[config.mk]
export PLATFORM = sky130hd
export DESIGN_NAME = pow2_decode
export DESIGN_NICKNAME = d
export VERILOG_FILES = /design/src/rtl/pow2_decode.sv
export SDC_FILE = /design/constraint.sdc
export NUM_CORES = 1
export LEC_CHECK = 0
export CAP_MARGIN = 20
export CORE_MARGIN = 3
export CORE_UTILIZATION = 25
export DETAILED_ROUTE_END_ITERATION = 12
export GPL_ROUTABILITY_DRIVEN = 0
export HOLD_SLACK_MARGIN = 0.1
export PLACE_DENSITY = 0.49
export RECOVER_POWER = 25
export SLEW_MARGIN = 20
export SYNTH_ARGS = -nofsm -noshare
export SYNTH_HDL_FRONTEND = slang
export SYNTH_SLANG_ARGS = --single-unit
[constraint.sdc]
create_clock -name clk -period 4.1 [get_ports clk]
set_input_delay 0.82 -clock clk [delete_from_list [all_inputs] [get_ports clk]]
set_output_delay 0.82 -clock clk [all_outputs]
set_load 0.005 [all_outputs]
[src/rtl/pow2_decode.sv]
`default_nettype none
// +--------------------------------------------------------------------------+
// | Module      : pow2_decode                                                |
// | Description : log2-domain score to linear Q0.OUT_W probability, computed |
// |               as (1+f)*2^n over a two-stage valid/ready pipeline.        |
// | Revision    : 1.0  initial release                                       |
// +--------------------------------------------------------------------------+
module pow2_decode #(
  parameter int IN_W      = 8,
  parameter int FRAC_BITS = 3,
  parameter int OUT_W     = 16
) (
  input  logic             clk,
  input  logic             rst,
  input  logic             in_valid,
  output logic             in_ready,
  input  logic [IN_W-1:0]  in_data,
  input  logic             in_last,
  output logic             out_valid,
  input  logic             out_ready,
  output logic [OUT_W-1:0] out_data,
  output logic             out_last,
  output logic             out_sat,
  output logic             out_zero
);

  localparam int c_n_w    = IN_W - FRAC_BITS;
  localparam int c_wide_w = OUT_W + FRAC_BITS + 1;

  logic                 r_started;
  logic                 r_s1_valid;
  logic                 r_s1_sat;
  logic                 r_s1_last;
  logic [c_n_w-1:0]     r_s1_k;
  logic [FRAC_BITS-1:0] r_s1_frac;

  logic                 r_out_valid;
  logic [OUT_W-1:0]     r_out_data;
  logic                 r_out_last;
  logic                 r_out_sat;
  logic                 r_out_zero;

  logic                 w_adv1;
  logic                 w_adv2;
  logic [c_n_w-1:0]     w_n;
  logic [c_wide_w-1:0]  w_wide;
  logic [31:0]          w_shamt;
  logic                 w_k_big;
  logic [OUT_W-1:0]     w_data;

  assign w_adv2   = !r_out_valid || out_ready;
  assign w_adv1   = !r_s1_valid || w_adv2;
  // Held low through reset and for the first edge after release.
  assign in_ready = r_started && w_adv1;

  // The integer part of x is simply its upper bits (floor of x / 2^FRAC_BITS).
  assign w_n = in_data[IN_W-1:FRAC_BITS];

  always_ff @(posedge clk or posedge rst) begin
    if (rst) begin
      r_started  <= 1'b0;
      r_s1_valid <= 1'b0;
      r_s1_sat   <= 1'b0;
      r_s1_last  <= 1'b0;
      r_s1_k     <= '0;
      r_s1_frac  <= '0;
    end else begin
      r_started <= 1'b1;
      if (w_adv1) begin
        r_s1_valid <= in_valid && r_started;
        r_s1_sat   <= ~in_data[IN_W-1];
        r_s1_last  <= in_last;
        r_s1_k     <= -w_n;
        r_s1_frac  <= in_data[FRAC_BITS-1:0];
      end
    end
  end

  always_comb begin
    w_wide  = {1'b1, r_s1_frac, {OUT_W{1'b0}}};
    w_shamt = 32'(FRAC_BITS) + 32'(r_s1_k);
    w_k_big = 32'(r_s1_k) > 32'(OUT_W);
    w_data  = OUT_W'(w_wide >> w_shamt);
    if (r_s1_sat) begin
      w_data = '1;
    end else if (w_k_big) begin
      w_data = '0;
    end
  end

  always_ff @(posedge clk or posedge rst) begin
    if (rst) begin
      r_out_valid <= 1'b0;
      r_out_data  <= '0;
      r_out_last  <= 1'b0;
      r_out_sat   <= 1'b0;
      r_out_zero  <= 1'b0;
    end else if (w_adv2) begin
      r_out_valid <= r_s1_valid;
      r_out_data  <= w_data;
      r_out_last  <= r_s1_last;
      r_out_sat   <= r_s1_sat;
      r_out_zero  <= !r_s1_sat && w_k_big;
    end
  end

  assign out_valid = r_out_valid;
  assign out_data  = r_out_data;
  assign out_last  = r_out_last;
  assign out_sat   = r_out_sat;
  assign out_zero  = r_out_zero;

endmodule
`default_nettype wire

=== Yosys cells after proc, flatten, opt, wreduce, memory -nomap -nowiden ===
Cells that the tools add are included.

* Flip-flop bits (word level): 32
* Input port bits: 13
* Word-level logic and storage cells: 26

* Add/sub/neg operators: 2
* $lt $le $gt $ge: 1
* Shift-type cells: 1
* Mux-type cells: 2
* Bitwise gates (word level): 1
* Reductions and logical operators: 8

{| class="wikitable"
|+ Operator list
! operator !! count
|-
| $mux W16 || 2
|-
| $shr A20 B6 Y16 || 1
|-
| $add A2 B5 Y6 const A || 1
|-
| $gt A5 B5 Y1 const B || 1
|-
| $neg A5 Y5 || 1
|-
| $logic_and A1 B1 Y1 || 3
|-
| $logic_not A1 Y1 || 3
|-
| $logic_or A1 B1 Y1 || 2
|-
| $not A1 Y1 || 1
|}

=== Logic depth before layout (Yosys ltp) ===
Gate-level depths: netlist (run 1).

* Depth in word-level cells: 4
* Mapped depth: 6
* Mapped depth without buffers: 5

=== Least setup slack after synthesis (run 1) ===
OpenSTA, ideal clock, no wires.

* Path kind: input to output
* From: input port out_ready
* To: output port in_ready
* Arrival: 1439 ps
* Required time: 3280 ps
* Setup slack: 1841 ps
* Stages: 5
* Path buffers: 2
* Cell sequence: nor2b_1 buf_4 nand2_4 buf_6 and2_1

* Longest elaborated chain between the ends: 3

{| class="wikitable"
|+ RTL lines
! what !! RTL line !! RTL
|-
| start, declared || 20 || <nowiki>input logic out_ready,</nowiki>
|-
| $logic_or A1 B1 Y1 || 51 || <nowiki>assign w_adv2 = !r_out_valid || out_ready;</nowiki>
|-
| $logic_or A1 B1 Y1 || 52 || <nowiki>assign w_adv1 = !r_s1_valid || w_adv2;</nowiki>
|-
| $logic_and A1 B1 Y1 || 54 || <nowiki>assign in_ready = r_started && w_adv1;</nowiki>
|-
| end, declared || 16 || <nowiki>output logic in_ready,</nowiki>
|}

No other way between the ends.

=== Worst setup path after layout (run 1) ===
Ends and elaborated chain as after synthesis.

==> results of run 1 <==
## worst reg2reg max path, stage by stage (launching register included)
cell and delay (ps):
sky130_fd_sc_hd__dfrtp_1 540, sky130_fd_sc_hd__nor2b_1 240, sky130_fd_sc_hd__a22oi_1 200, sky130_fd_sc_hd__o22ai_1 140, sky130_fd_sc_hd__a221o_1 330
## cell type report
type,count,area [µm²],share of cell area (%)
inverters,4,15.01,0.7481
clock inverters,1,5.005,0.2494
flip-flops and latches,32,800.8,39.90
repair buffers,35,341.6,17.02
well taps,75,93.84,4.676
multi-input cells,108,678.2,33.79
clock buffers,6,72.57,3.616
## cells in the mapped netlist, drive strengths merged (2+ instances only)
master | instances | share of area [%]
nor2 | 19 | 4.6
nor4 | 2 | 1.2
nor2b | 3 | 1.7
nand2 | 17 | 4.6
a32oi | 3 | 1.7
mux2 | 8 | 5.8
nand2b | 6 | 2.4
buf | 6 | 3.1
mux2i | 2 | 1.3
a221o | 6 | 3.9
dfrtp | 32 | 51
and2 | 2 | 0.80
o31ai | 3 | 1.4
inv | 4 | 0.96
a21oi | 15 | 4.8
nand3 | 2 | 0.64
o21ai | 3 | 0.96
nor3 | 6 | 2.3
xor2 | 2 | 1.1
clkbuf | 3 | 0.96
## per-layer routing
| metal | up-vias | global-route usage, % | wire length (µm) |
|---|---|---|---|
| met5 | - | 0 | 0 |
| met4 | 0 | 2.590 | 29 |
| met3 | 5 | 3.689 | 204 |
| met2 | 39 | 14.09 | 1423 |
| met1 | 546 | 14.14 | 1592 |
| li1 | 600 | - | - |
## registers in the layout, indices dropped and copies added (netlist names)
signal      cells
out_zero        1
out_sat         1
r_s1_k          5
r_started       1
r_s1_sat        1
out_last        1
out_valid       1
r_s1_frac       3
r_s1_last       1
r_s1_valid      1
out_data       16
## power breakdown
part	switching (mW)	leakage [nW]	total (mW)	internal, mW
clock network	0.107	0.0410	0.222	0.115
registers	0.0394	0.373	0.396	0.356
logic	0.0771	0.417	0.183	0.106
## kinds of logic (layout without fill, tap and decap cells)
group / after synthesis / after routing / share of synthesized area, %
other: 1 / 1 / 0.2409
buffers and inverters: 13 / 46 / 4.984
multiplexers: 10 / 10 / 7.074
flip-flops: 32 / 32 / 51.45
adder cells (fa/ha/maj): 1 / 1 / 0.8037
AND/OR/NAND/NOR: 58 / 58 / 18.65
XOR/XNOR: 3 / 3 / 1.688
AO/OA/AOI/OAI: 35 / 35 / 15.11
## worst max-delay path by stage
stage / from / end / slack (ps)
detailed placement: out_ready / in_ready / 950
global placement: out_ready / in_ready / 970
finish: out_ready / in_ready / 930
global route: out_ready / in_ready / 830
floorplan: out_ready / in_ready / 1840
CTS: out_ready / in_ready / 930
## per-stage QoR
| stage | cell area [µm²] | hold slack (ps) | power (mW) | setup WS [ps] |
|---|---|---|---|---|
| finish | 2007 | 470.0 | 0.8001 | 928.0 |
| global route | 2007 | 505.8 | 0.8524 | 831.5 |
| CTS | 2011 | 474.8 | 0.8176 | 929.9 |
| detailed placement | 1933 | 459.9 | 0.5892 | 945.3 |
| global placement | 1933 | 456.8 | 0.5877 | 972.7 |
| floorplan | 1556 | 435.9 | 0.4939 | 1841 |
==> flow_summary.html, run 1 <==
<table>
<tr><th>Metric</th><th>Value</th></tr>
<tr><th colspan="2">Run status</th></tr>
<tr><td>Result of the run</td><td>complete, but fails checks</td></tr>
<tr><td>Violated checks</td><td>max-capacitance violations, max-slew violations</td></tr>
<tr><th colspan="2">Yosys</th></tr>
<tr><td>Cell variety after synth</td><td>37</td></tr>
<tr><td>Gate count of the mapped netlist</td><td>about 150</td></tr>
<tr><td>Ys async rst share</td><td>100.0%</td></tr>
<tr><td>Number of enable-type register cells in the synthesized netlist</td><td>0</td></tr>
<tr><td>Synthesized netlist net count</td><td>167</td></tr>
<tr><td>Syn_area_per_cell</td><td>10.17 µm²</td></tr>
<tr><td>Mapped cell area</td><td>1556 µm²</td></tr>
<tr><td>Seq/Total Area, Yosys</td><td>between 50 and 60%</td></tr>
<tr><td>Most frequently used flop master after synthesis</td><td>sky130_fd_sc_hd__dfrtp_1</td></tr>
<tr><td>Flip-flop and latch count after synthesis</td><td>32</td></tr>
<tr><td>Number of warnings issued by yosys</td><td>0</td></tr>
<tr><th colspan="2">CTS</th></tr>
<tr><td>Master cell of the clock root buffer</td><td>sky130_fd_sc_hd__clkbuf_8</td></tr>
<tr><td>Clock input transition at the sequential cells of the worst setup and hold paths</td><td>60 ps</td></tr>
<tr><td>Post_cts resized</td><td>0</td></tr>
<tr><td>CTS sink cnt</td><td>32</td></tr>
<tr><td>Total clock buffers created by CTS</td><td>5</td></tr>
<tr><td>Post-CTS setup buffer count</td><td>0</td></tr>
<tr><td>Clock network latency to the later pin of the worst-skew pair</td><td>270 ps</td></tr>
<tr><td>TritonCTS clock tree</td><td>yes</td></tr>
<tr><td>Maximum clock insertion buffer count</td><td>2</td></tr>
<tr><td>Deepest level of the CTS H-tree</td><td>2</td></tr>
<tr><td>CTS Hold Bufs</td><td>0</td></tr>
<tr><th colspan="2">Final layout</th></tr>
<tr><td>Share of cells above drive strength 1</td><td>6.452%</td></tr>
<tr><td>Commonest non-fill, non-tap cells in the layout</td><td>sky130_fd_sc_hd__clkdlybuf4s50_1 (32), sky130_fd_sc_hd__dfrtp_1 (32), sky130_fd_sc_hd__nor2_1 (19), sky130_fd_sc_hd__nand2_1 (16), sky130_fd_sc_hd__a21oi_1 (15)</td></tr>
<tr><td>Number of filler cells placed in the layout</td><td>615</td></tr>
<tr><td>Final cell count without fillers</td><td>261</td></tr>
<tr><td>Post-Route Utilization</td><td>33.50%</td></tr>
<tr><td>Final net count</td><td>200</td></tr>
<tr><td>Ant diodes</td><td>0</td></tr>
<tr><td>Area added between synthesis and finish</td><td>28.94%</td></tr>
<tr><th colspan="2">Timing</th></tr>
<tr><td>Slew Viols, Final</td><td>33</td></tr>
<tr><td>Setup Viol. Count Final</td><td>0</td></tr>
<tr><td>Worst slew slack as a fraction of its limit</td><td>-14.95%</td></tr>
<tr><td>Clk_skew</td><td>2.705 ps</td></tr>
<tr><td>Post-Route Setup TNS</td><td>0 ps</td></tr>
<tr><td>Fraction of the cycle the final worst path needs</td><td>77.37%</td></tr>
<tr><td>Slew at the pin closest to its max-slew limit</td><td>1724 ps</td></tr>
<tr><td>Fmax</td><td>315.3 MHz</td></tr>
<tr><td>Setup repair after global routing missed its margin</td><td>false</td></tr>
<tr><td>Min Tclk post-route</td><td>~3200 ps</td></tr>
<tr><td>Total count of hold-check failures in the final report</td><td>0</td></tr>
<tr><th colspan="2">Setup path</th></tr>
<tr><td>Number of buffers and inverters on the critical path</td><td>2</td></tr>
<tr><td>Reg-to-Reg Start</td><td>r_s1_k[2]</td></tr>
<tr><td>Worst-case reg-to-reg path depth</td><td>4</td></tr>
<tr><td>Critical path's top delay family</td><td>buffers and inverters</td></tr>
<tr><td>Category of the worst setup path capture point</td><td>output port</td></tr>
<tr><td>Most repeated library cell on the critical path</td><td>sky130_fd_sc_hd__clkdlybuf4s50_1</td></tr>
<tr><td>Register-to-Register Setup Slack</td><td>2540 ps</td></tr>
<tr><td>Slowest cell on crit path</td><td>sky130_fd_sc_hd__clkdlybuf4s50_1</td></tr>
<tr><td>Maximum fanout encountered on the critical timing path</td><td>15</td></tr>
<tr><td>Critical Path, Cell by Cell</td><td>clkdlybuf4s50_1 -&gt; nor2b_1 -&gt; nand2_4 -&gt; and2_1 -&gt; clkdlybuf4s50_1</td></tr>
<tr><td>Cell depth of the worst setup path</td><td>5</td></tr>
<tr><td>Path type of the worst setup path</td><td>in -&gt; out</td></tr>
<tr><td>Required time at the worst-slack endpoint</td><td>about 3300 ps</td></tr>
<tr><td>Category of the worst setup path launch point</td><td>primary input</td></tr>
<tr><td>Critical Path AT</td><td>2350 ps</td></tr>
<tr><td>CP max stage delay</td><td>430 ps</td></tr>
<tr><td>Reg2reg end</td><td>out_data[2]</td></tr>
<tr><th colspan="2">Route</th></tr>
<tr><td>Vias per cell</td><td>between 4 and 5</td></tr>
<tr><td>Antenna-violating nets left</td><td>0</td></tr>
<tr><td>Via count</td><td>1,190</td></tr>
<tr><td>Detail-routed net length per standard cell</td><td>12.45 µm</td></tr>
<tr><td>Total DRC errors in the routed layout</td><td>0</td></tr>
<tr><td>1st-pass router iterations</td><td>4</td></tr>
<tr><td>Violation count after the first detailed-route iteration</td><td>90</td></tr>
<tr><td>DRT Wirelength</td><td>3250 µm</td></tr>
<tr><th colspan="2">Global route</th></tr>
<tr><td>Pin count of the biggest net entering global routing</td><td>33</td></tr>
<tr><td>Remaining Overflow, GRT</td><td>0</td></tr>
<tr><td>Total routing resource utilization after global routing</td><td>under 10%</td></tr>
<tr><td>Vias in the first global route</td><td>1,123</td></tr>
<tr><td>Number of antenna violations at the first check in global routing</td><td>0</td></tr>
<tr><td>Global-route wire length before repair</td><td>5644 µm</td></tr>
<tr><th colspan="2">Floorplanning</th></tr>
<tr><td>Die span in y</td><td>84.91 µm</td></tr>
<tr><td>Core Region</td><td>around 6000 µm²</td></tr>
<tr><td>Ports placed on the boundary</td><td>34</td></tr>
<tr><td>Full die area</td><td>7209 µm²</td></tr>
<tr><td>Number of standard-cell rows in the floorplan</td><td>28</td></tr>
<tr><td>Horizontal extent of the die</td><td>84.91 µm</td></tr>
<tr><td>Initial standard-cell utilization of the core</td><td>25.98%</td></tr>
<tr><th colspan="2">Place</th></tr>
<tr><td>Instance count after placement with tap cells included</td><td>254</td></tr>
<tr><td>Post-DP HPWL</td><td>approximately 2400 µm</td></tr>
<tr><td>Count of port buffers added during placement</td><td>33</td></tr>
<tr><th colspan="2">Power</th></tr>
<tr><td>IR drop worst, VDD</td><td>between 0.00015 and 0.0002 V</td></tr>
<tr><td>Leakage power</td><td>approximately 0.83 nW</td></tr>
<tr><td>Power per cell area</td><td>398.7 nW/µm²</td></tr>
<tr><th colspan="2">Min path</th></tr>
<tr><td>Worst Hold Class</td><td>reg -&gt; reg</td></tr>
<tr><td>Hold path start</td><td>out_last</td></tr>
<tr><td>Min-Delay Path Depth</td><td>2</td></tr>
<tr><td>Terminating pin of the worst hold path</td><td>out_last</td></tr>
<tr><th colspan="2">Flow run</th></tr>
<tr><td>Max-cap viol count</td><td>1</td></tr>
</table>
(Power assumes the default switching activity.)
==> inputs of run 2 (changes only) <==
Settings changed: PLACE_DENSITY 0.49 to 0.51.
Clock period 4.1 ns to 2.9 ns, I/O delays scaled along.
==> flow_summary.html, run 2 (synthesis results as in run 1) <==
<table>
<tr><th>Metric</th><th>Value</th></tr>
<tr><th colspan="2">Power</th></tr>
<tr><td>Leakage power</td><td>0.8391 nW (+1.0%)</td></tr>
<tr><td>Total power consumption of the routed design</td><td>1.165 mW (+46%)</td></tr>
<tr><td>Power per cell area</td><td>574.9 nW/µm² (+44%)</td></tr>
<tr><td>IR drop worst, VDD</td><td>0.0002030 V (+29%)</td></tr>
<tr><th colspan="2">Setup path</th></tr>
<tr><td>Reg2reg end</td><td>out_data[12]</td></tr>
<tr><td>Maximum fanout encountered on the critical timing path</td><td>2 (-13)</td></tr>
<tr><td>Critical Path AT</td><td>1930 ps (-420 ps)</td></tr>
<tr><td>First element of the critical path</td><td>out_ready</td></tr>
<tr><td>Category of the worst setup path capture point</td><td>output port</td></tr>
<tr><td>Register-to-Register Setup Slack</td><td>1310 ps (-1230 ps)</td></tr>
<tr><td>Required time at the worst-slack endpoint</td><td>2320 ps (-960 ps)</td></tr>
<tr><td>Category of the worst setup path launch point</td><td>primary input</td></tr>
<tr><td>Worst-case reg-to-reg path depth</td><td>4 (unchanged)</td></tr>
<tr><td>Reg-to-Reg Start</td><td>r_s1_k[0]</td></tr>
<tr><td>Path type of the worst setup path</td><td>in -&gt; out</td></tr>
<tr><th colspan="2">Global route</th></tr>
<tr><td>Remaining Overflow, GRT</td><td>0 (unchanged)</td></tr>
<tr><td>Global-route wire length before repair</td><td>5837 µm (+3.4%)</td></tr>
<tr><td>Vias in the first global route</td><td>1,180 (+5.1%)</td></tr>
<tr><td>Total routing resource utilization after global routing</td><td>10.08% (+0.18 points)</td></tr>
<tr><td>Pin count of the biggest net entering global routing</td><td>33 (unchanged)</td></tr>
<tr><td>Number of antenna violations at the first check in global routing</td><td>0 (unchanged)</td></tr>
<tr><th colspan="2">Route</th></tr>
<tr><td>Antenna-violating nets left</td><td>0 (unchanged)</td></tr>
<tr><td>1st-pass router iterations</td><td>4 (unchanged)</td></tr>
<tr><td>Via count</td><td>1,200 (+0.84%)</td></tr>
<tr><td>Violation count after the first detailed-route iteration</td><td>69 (-23%)</td></tr>
<tr><td>DRT Wirelength</td><td>3280 µm (+0.92%)</td></tr>
<tr><td>Vias per cell</td><td>4.563 (about the same)</td></tr>
<tr><td>Total DRC errors in the routed layout</td><td>0 (unchanged)</td></tr>
<tr><td>Detail-routed net length per standard cell</td><td>12.47 µm (+0.16%)</td></tr>
<tr><th colspan="2">Final layout</th></tr>
<tr><td>Share of cells above drive strength 1</td><td>6.915% (+0.46 points)</td></tr>
<tr><td>Post-Route Utilization</td><td>33.83% (+0.33 points)</td></tr>
<tr><td>Flip-flop count of the largest register after layout</td><td>16 (unchanged)</td></tr>
<tr><td>Commonest non-fill, non-tap cells in the layout</td><td>sky130_fd_sc_hd__clkdlybuf4s50_1 (33), sky130_fd_sc_hd__dfrtp_1 (32), sky130_fd_sc_hd__nor2_1 (19), sky130_fd_sc_hd__nand2_1 (16), sky130_fd_sc_hd__a21oi_1 (15)</td></tr>
<tr><td>Ant diodes</td><td>0 (unchanged)</td></tr>
<tr><td>Footprint of the multi-input gates</td><td>678.2 µm² (unchanged)</td></tr>
<tr><td>Final net count</td><td>201 (+0.50%)</td></tr>
<tr><td>Sequential standard cell area</td><td>800.8 µm² (unchanged)</td></tr>
<tr><td>Number of filler cells placed in the layout</td><td>640 (+4.1%)</td></tr>
<tr><td>Area added between synthesis and finish</td><td>30.22%</td></tr>
<tr><td>Commonest non-fill, non-tap cell in the layout</td><td>sky130_fd_sc_hd__clkdlybuf4s50_1</td></tr>
<tr><th colspan="2">CTS</th></tr>
<tr><td>Deepest level of the CTS H-tree</td><td>2 (unchanged)</td></tr>
<tr><td>Maximum clock insertion buffer count</td><td>2 (unchanged)</td></tr>
<tr><td>Clock network latency to the later pin of the worst-skew pair</td><td>280 ps (about the same)</td></tr>
<tr><td>TritonCTS clock tree</td><td>yes</td></tr>
<tr><td>Post-CTS setup buffer count</td><td>0 (unchanged)</td></tr>
<tr><td>Master cell of the clock root buffer</td><td>sky130_fd_sc_hd__clkbuf_8</td></tr>
<tr><td>CTS sink cnt</td><td>32 (unchanged)</td></tr>
<tr><td>Post_cts resized</td><td>0 (unchanged)</td></tr>
<tr><td>CTS Hold Bufs</td><td>0 (unchanged)</td></tr>
<tr><td>Clock input transition at the sequential cells of the worst setup and hold paths</td><td>60 ps (about the same)</td></tr>
<tr><td>Total clock buffers created by CTS</td><td>5 (unchanged)</td></tr>
<tr><th colspan="2">Timing</th></tr>
<tr><td>Slew Viols, Final</td><td>33 (unchanged)</td></tr>
<tr><td>Fraction of the cycle the final worst path needs</td><td>86.52%</td></tr>
<tr><td>Setup repair after global routing missed its margin</td><td>false</td></tr>
<tr><td>Final-layout worst hold slack</td><td>465.8 ps (-4.207 ps)</td></tr>
<tr><td>Setup Viol. Count Final</td><td>0 (unchanged)</td></tr>
<tr><td>Fmax</td><td>approximately 400 MHz</td></tr>
<tr><td>Min Tclk post-route</td><td>2509 ps</td></tr>
<tr><td>Total count of hold-check failures in the final report</td><td>0 (unchanged)</td></tr>
<tr><td>Slew at the pin closest to its max-slew limit</td><td>1702 ps (-22.09 ps)</td></tr>
<tr><td>Post-Route Setup TNS</td><td>0 ps (unchanged)</td></tr>
<tr><td>Clk_skew</td><td>2.030 ps (-0.6743 ps)</td></tr>
<tr><td>Worst slew slack as a fraction of its limit</td><td>-13.48% (+1.5 points)</td></tr>
<tr><th colspan="2">Run status</th></tr>
<tr><td>Violated checks</td><td>max-capacitance violations, max-slew violations</td></tr>
<tr><td>Result of the run</td><td>complete, but fails checks</td></tr>
<tr><th colspan="2">Min path</th></tr>
<tr><td>Worst Hold Class</td><td>reg -&gt; reg</td></tr>
<tr><td>Terminating pin of the worst hold path</td><td>r_s1_valid</td></tr>
<tr><td>Min-Delay Path Depth</td><td>2 (unchanged)</td></tr>
<tr><td>Hold path start</td><td>r_started</td></tr>
<tr><th colspan="2">Place</th></tr>
<tr><td>Count of port buffers added during placement</td><td>33 (unchanged)</td></tr>
<tr><td>Post-DP HPWL</td><td>2411 µm (-0.73%)</td></tr>
<tr><th colspan="2">Floorplanning</th></tr>
<tr><td>Initial standard-cell utilization of the core</td><td>25.98% (unchanged)</td></tr>
<tr><td>Horizontal extent of the die</td><td>84.91 µm (unchanged)</td></tr>
<tr><td>Core Region</td><td>5991 µm² (unchanged)</td></tr>
<tr><td>Number of standard-cell rows in the floorplan</td><td>28 (unchanged)</td></tr>
<tr><td>Die span in y</td><td>84.91 µm (unchanged)</td></tr>
<tr><td>Full die area</td><td>7209 µm² (unchanged)</td></tr>
<tr><td>Ports placed on the boundary</td><td>34 (unchanged)</td></tr>
<tr><th colspan="2">Flow run</th></tr>
<tr><td>Max-cap viol count</td><td>1 (unchanged)</td></tr>
</table>
[run 2: cell types whose count changed in the layout (fill, tap and decap cells not counted)]
cell / previous run / this run
sky130_fd_sc_hd__clkbuf_1: 2 / 3
sky130_fd_sc_hd__buf_4: 1 / 2
sky130_fd_sc_hd__dlygate4sd3_1: 1 / 0
sky130_fd_sc_hd__clkdlybuf4s50_1: 32 / 33
sky130_fd_sc_hd__clkinv_2: 1 / 0
sky130_fd_sc_hd__clkbuf_8: 5 / 6
[run 2: metal layers]
metal	global-route usage [%]	part of all wire, %	routed length (µm)	vias to the layer above
met5	0	0	0	-
met4	3.453	0	0	0
met3	2.330	4.2	138	0
met2	14.73	43	1417	31
met1	14.63	53	1724	562
li1	-	-	-	607
[run 2: metrics by stage]
stage / cells / worst slack [ps] / area (µm²)
CTS: 263 / 382.4 / 2031
global placement: 255 / 391.1 / 1941
finish: 263 / 390.8 / 2027
floorplan: 153 / 1121 / 1556
detailed placement: 255 / 393.5 / 1941
global route: 263 / 265.2 / 2027
[run 2: worst max path at each step]
stage | slack [ps] | depth (start not counted) | endpoint
floorplan | 1120 | 5 | in_ready
global placement | 390 | 5 | in_ready
detailed placement | 390 | 5 | in_ready
CTS | 380 | 5 | in_ready
global route | 270 | 3 | r_s1_k[2]
finish | 390 | 5 | in_ready
[run 2: critical path: stages]
cell and delay (ps):
sky130_fd_sc_hd__clkdlybuf4s50_1 420, sky130_fd_sc_hd__nor2b_1 280, sky130_fd_sc_hd__nand2_4 70, sky130_fd_sc_hd__and2_1 150, sky130_fd_sc_hd__clkdlybuf4s50_1 430
[run 2: area by class of cell]
| cell class | count | share of cell area [%] |
|---|---|---|
| clock buffers | 8 | 4.444 |
| inverters | 4 | 0.7407 |
| multi-input cells | 108 | 33.46 |
| flip-flops and latches | 32 | 39.51 |
| well taps | 75 | 4.630 |
| repair buffers | 36 | 17.22 |
[run 2: where the power goes]
part	internal [mW]	switching [mW]
clock	0.193	0.152
combinational	0.150	0.109
sequential	0.504	0.0573
total	0.847	0.318
==> inputs of run 3 (changes only) <==
Settings changed: CORE_MARGIN 3 to 2, CORE_UTILIZATION 25 to 45, PLACE_DENSITY 0.51 to 0.79.
==> flow_summary.html, run 3 (synthesis results as in run 1) <==
<table>
<tr><th>Metric</th><th>Value</th></tr>
<tr><th colspan="2">CTS</th></tr>
<tr><td>CTS Hold Bufs</td><td>0 (unchanged)</td></tr>
<tr><td>Post-CTS setup buffer count</td><td>0 (unchanged)</td></tr>
<tr><td>Total clock buffers created by CTS</td><td>5 (unchanged)</td></tr>
<tr><td>Deepest level of the CTS H-tree</td><td>2 (unchanged)</td></tr>
<tr><td>Maximum clock insertion buffer count</td><td>2 (unchanged)</td></tr>
<tr><td>Post_cts resized</td><td>0 (unchanged)</td></tr>
<tr><td>Clock network latency to the later pin of the worst-skew pair</td><td>320 ps (+40 ps)</td></tr>
<tr><td>Master cell of the clock root buffer</td><td>sky130_fd_sc_hd__clkbuf_4</td></tr>
<tr><td>Clock input transition at the sequential cells of the worst setup and hold paths</td><td>100 ps (+40 ps)</td></tr>
<tr><td>CTS sink cnt</td><td>32 (unchanged)</td></tr>
<tr><td>TritonCTS clock tree</td><td>yes</td></tr>
<tr><th colspan="2">Final layout</th></tr>
<tr><td>Commonest non-fill, non-tap cells in the layout</td><td>sky130_fd_sc_hd__clkdlybuf4s50_1 (32), sky130_fd_sc_hd__dfrtp_1 (32), sky130_fd_sc_hd__nor2_1 (19), sky130_fd_sc_hd__nand2_1 (16), sky130_fd_sc_hd__a21oi_1 (15)</td></tr>
<tr><td>Ant diodes</td><td>0 (unchanged)</td></tr>
<tr><td>Final net count</td><td>201 (unchanged)</td></tr>
<tr><td>Area added between synthesis and finish</td><td>25.88%</td></tr>
<tr><td>Sequential standard cell area</td><td>800.8 µm² (unchanged)</td></tr>
<tr><td>Footprint of the multi-input gates</td><td>678.2 µm² (unchanged)</td></tr>
<tr><td>Share of cells above drive strength 1</td><td>6.915% (unchanged)</td></tr>
<tr><td>Number of filler cells placed in the layout</td><td>296 (-54%)</td></tr>
<tr><td>Flip-flop count of the largest register after layout</td><td>16 (unchanged)</td></tr>
<tr><th colspan="2">Global route</th></tr>
<tr><td>Global-route wire length before repair</td><td>5540 µm (-5.1%)</td></tr>
<tr><td>Vias in the first global route</td><td>1,222 (+3.6%)</td></tr>
<tr><td>Pin count of the biggest net entering global routing</td><td>33 (unchanged)</td></tr>
<tr><td>Remaining Overflow, GRT</td><td>0 (unchanged)</td></tr>
<tr><td>Total routing resource utilization after global routing</td><td>18.16% (+8.1 points)</td></tr>
<tr><td>Number of antenna violations at the first check in global routing</td><td>0 (unchanged)</td></tr>
<tr><th colspan="2">Floorplanning</th></tr>
<tr><td>Core Region</td><td>3337 µm² (-44%)</td></tr>
<tr><td>Ports placed on the boundary</td><td>34 (unchanged)</td></tr>
<tr><td>Die span in y</td><td>62.81 µm (-26%)</td></tr>
<tr><td>Number of standard-cell rows in the floorplan</td><td>21 (-25%)</td></tr>
<tr><td>Initial standard-cell utilization of the core</td><td>46.64% (+21 points)</td></tr>
<tr><td>Full die area</td><td>3945 µm² (-45%)</td></tr>
<tr><td>Horizontal extent of the die</td><td>62.81 µm (-26%)</td></tr>
<tr><th colspan="2">Route</th></tr>
<tr><td>Vias per cell</td><td>5.380 (+18%)</td></tr>
<tr><td>Violation count after the first detailed-route iteration</td><td>87 (+26%)</td></tr>
<tr><td>Detail-routed net length per standard cell</td><td>13.42 µm (+7.6%)</td></tr>
<tr><td>1st-pass router iterations</td><td>6 (+2)</td></tr>
<tr><td>Total DRC errors in the routed layout</td><td>0 (unchanged)</td></tr>
<tr><td>Antenna-violating nets left</td><td>0 (unchanged)</td></tr>
<tr><td>Via count</td><td>1,259 (+4.9%)</td></tr>
<tr><td>DRT Wirelength</td><td>3140 µm (-4.3%)</td></tr>
<tr><th colspan="2">Timing</th></tr>
<tr><td>Slew at the pin closest to its max-slew limit</td><td>1626 ps (-76.04 ps)</td></tr>
<tr><td>Post-Route Setup TNS</td><td>0 ps (unchanged)</td></tr>
<tr><td>Setup Viol. Count Final</td><td>0 (unchanged)</td></tr>
<tr><td>Fmax</td><td>395.1 MHz (-0.87%)</td></tr>
<tr><td>Worst slew slack as a fraction of its limit</td><td>-8.408% (+5.1 points)</td></tr>
<tr><td>Clk_skew</td><td>8.202 ps (+6.172 ps)</td></tr>
<tr><td>Min Tclk post-route</td><td>2531 ps (+21.98 ps)</td></tr>
<tr><td>Slew Viols, Final</td><td>33 (unchanged)</td></tr>
<tr><td>Setup repair after global routing missed its margin</td><td>false</td></tr>
<tr><td>Fraction of the cycle the final worst path needs</td><td>87.28% (+0.76 points)</td></tr>
<tr><td>Total count of hold-check failures in the final report</td><td>0 (unchanged)</td></tr>
<tr><th colspan="2">Flow run</th></tr>
<tr><td>Max-cap viol count</td><td>1 (unchanged)</td></tr>
<tr><th colspan="2">Setup path</th></tr>
<tr><td>Category of the worst setup path capture point</td><td>output port</td></tr>
<tr><td>Category of the worst setup path launch point</td><td>primary input</td></tr>
<tr><td>Maximum fanout encountered on the critical timing path</td><td>2 (unchanged)</td></tr>
<tr><td>Required time at the worst-slack endpoint</td><td>2320 ps (about the same)</td></tr>
<tr><td>Path type of the worst setup path</td><td>in -&gt; out</td></tr>
<tr><td>Critical Path AT</td><td>1950 ps (+20 ps)</td></tr>
<tr><th colspan="2">Power</th></tr>
<tr><td>Total power consumption of the routed design</td><td>1.077 mW (-7.5%)</td></tr>
<tr><td>Power per cell area</td><td>549.9 nW/µm² (-4.3%)</td></tr>
<tr><td>IR drop worst, VDD</td><td>0.0003030 V (+49%)</td></tr>
<tr><td>Leakage power</td><td>0.8264 nW (-1.5%)</td></tr>
<tr><th colspan="2">Place</th></tr>
<tr><td>Count of port buffers added during placement</td><td>33 (unchanged)</td></tr>
<tr><td>Post-DP HPWL</td><td>2425 µm (+0.57%)</td></tr>
<tr><th colspan="2">Run status</th></tr>
<tr><td>Violated checks</td><td>max-capacitance violations, max-slew violations</td></tr>
<tr><td>Result of the run</td><td>complete, but fails checks</td></tr>
<tr><th colspan="2">Min path</th></tr>
<tr><td>Worst Hold Class</td><td>reg -&gt; reg</td></tr>
</table>
[run 3: changes by cell type in the layout (fill, tap and decap cells not counted), sizes merged]
cell	delta
dlygate4sd3	+1
clkdlybuf4s50	-1
[run 3: final cells by class]
type                            instances  share of cell area [%]
Tap cell                               46                   2.937
Timing Repair Buffer                   36                   17.82
Inverter                                4                  0.7663
Multi-Input combinational cell        108                   34.61
Sequential cell                        32                   40.87
Clock buffer                            8                   3.001
[run 3: per-stage QoR]
stage / setup WS, ps / utilization, % / std cells / cell area, µm² / hold slack, ps
3_3_place_gp: 414.8 / 57.07 / 226 / 1904 / 447.1
4_1_cts: 359.6 / 58.83 / 234 / 1963 / 487.5
2_1_floorplan: 1121 / - / 153 / 1556 / 435.9
5_1_grt: 298.9 / 58.72 / 234 / 1959 / 509.7
3_5_place_dp: 371.4 / 57.07 / 226 / 1904 / 463.8
6_report: 368.8 / 58.72 / 234 / 1959 / 486.3
[run 3: worst paths after layout]
| kind | start | end | slack, ps | depth (start not counted) |
|---|---|---|---|---|
| worst max-delay path | out_ready | in_ready | 370 | 5 |
| worst min-delay path | out_sat | out_sat | 490 | 1 |
| worst max register to register | r_s1_k[0] | out_data[12] | 1260 | 4 |
| worst min register to register | out_sat | out_sat | 490 | 1 |
| max in group asynchronous | rst | out_data[0] | 700 | 3 |
| min in group asynchronous | rst | out_data[5] | 1260 | 3 |
[run 3: power breakdown]
group | switching (mW) | internal, mW | leakage [nW]
Sequential | 0.0574 | 0.503 | 0.373
Clock | 0.137 | 0.120 | 0.0326
Combinational | 0.110 | 0.150 | 0.421
[run 3: critical path, stage by stage]
cell and delay [ps]:
sky130_fd_sc_hd__clkdlybuf4s50_1 430, sky130_fd_sc_hd__nor2b_1 280, sky130_fd_sc_hd__nand2_4 70, sky130_fd_sc_hd__and2_1 150, sky130_fd_sc_hd__clkdlybuf4s50_1 440
[run 3: per-layer routing]
layer,vias up,track usage [%],share of wire (%)
met5,-,0,0
met4,0,7.500,0.64
met3,2,5.405,4.6
met2,41,31.45,52
met1,605,20.92,42
li1,611,-,-
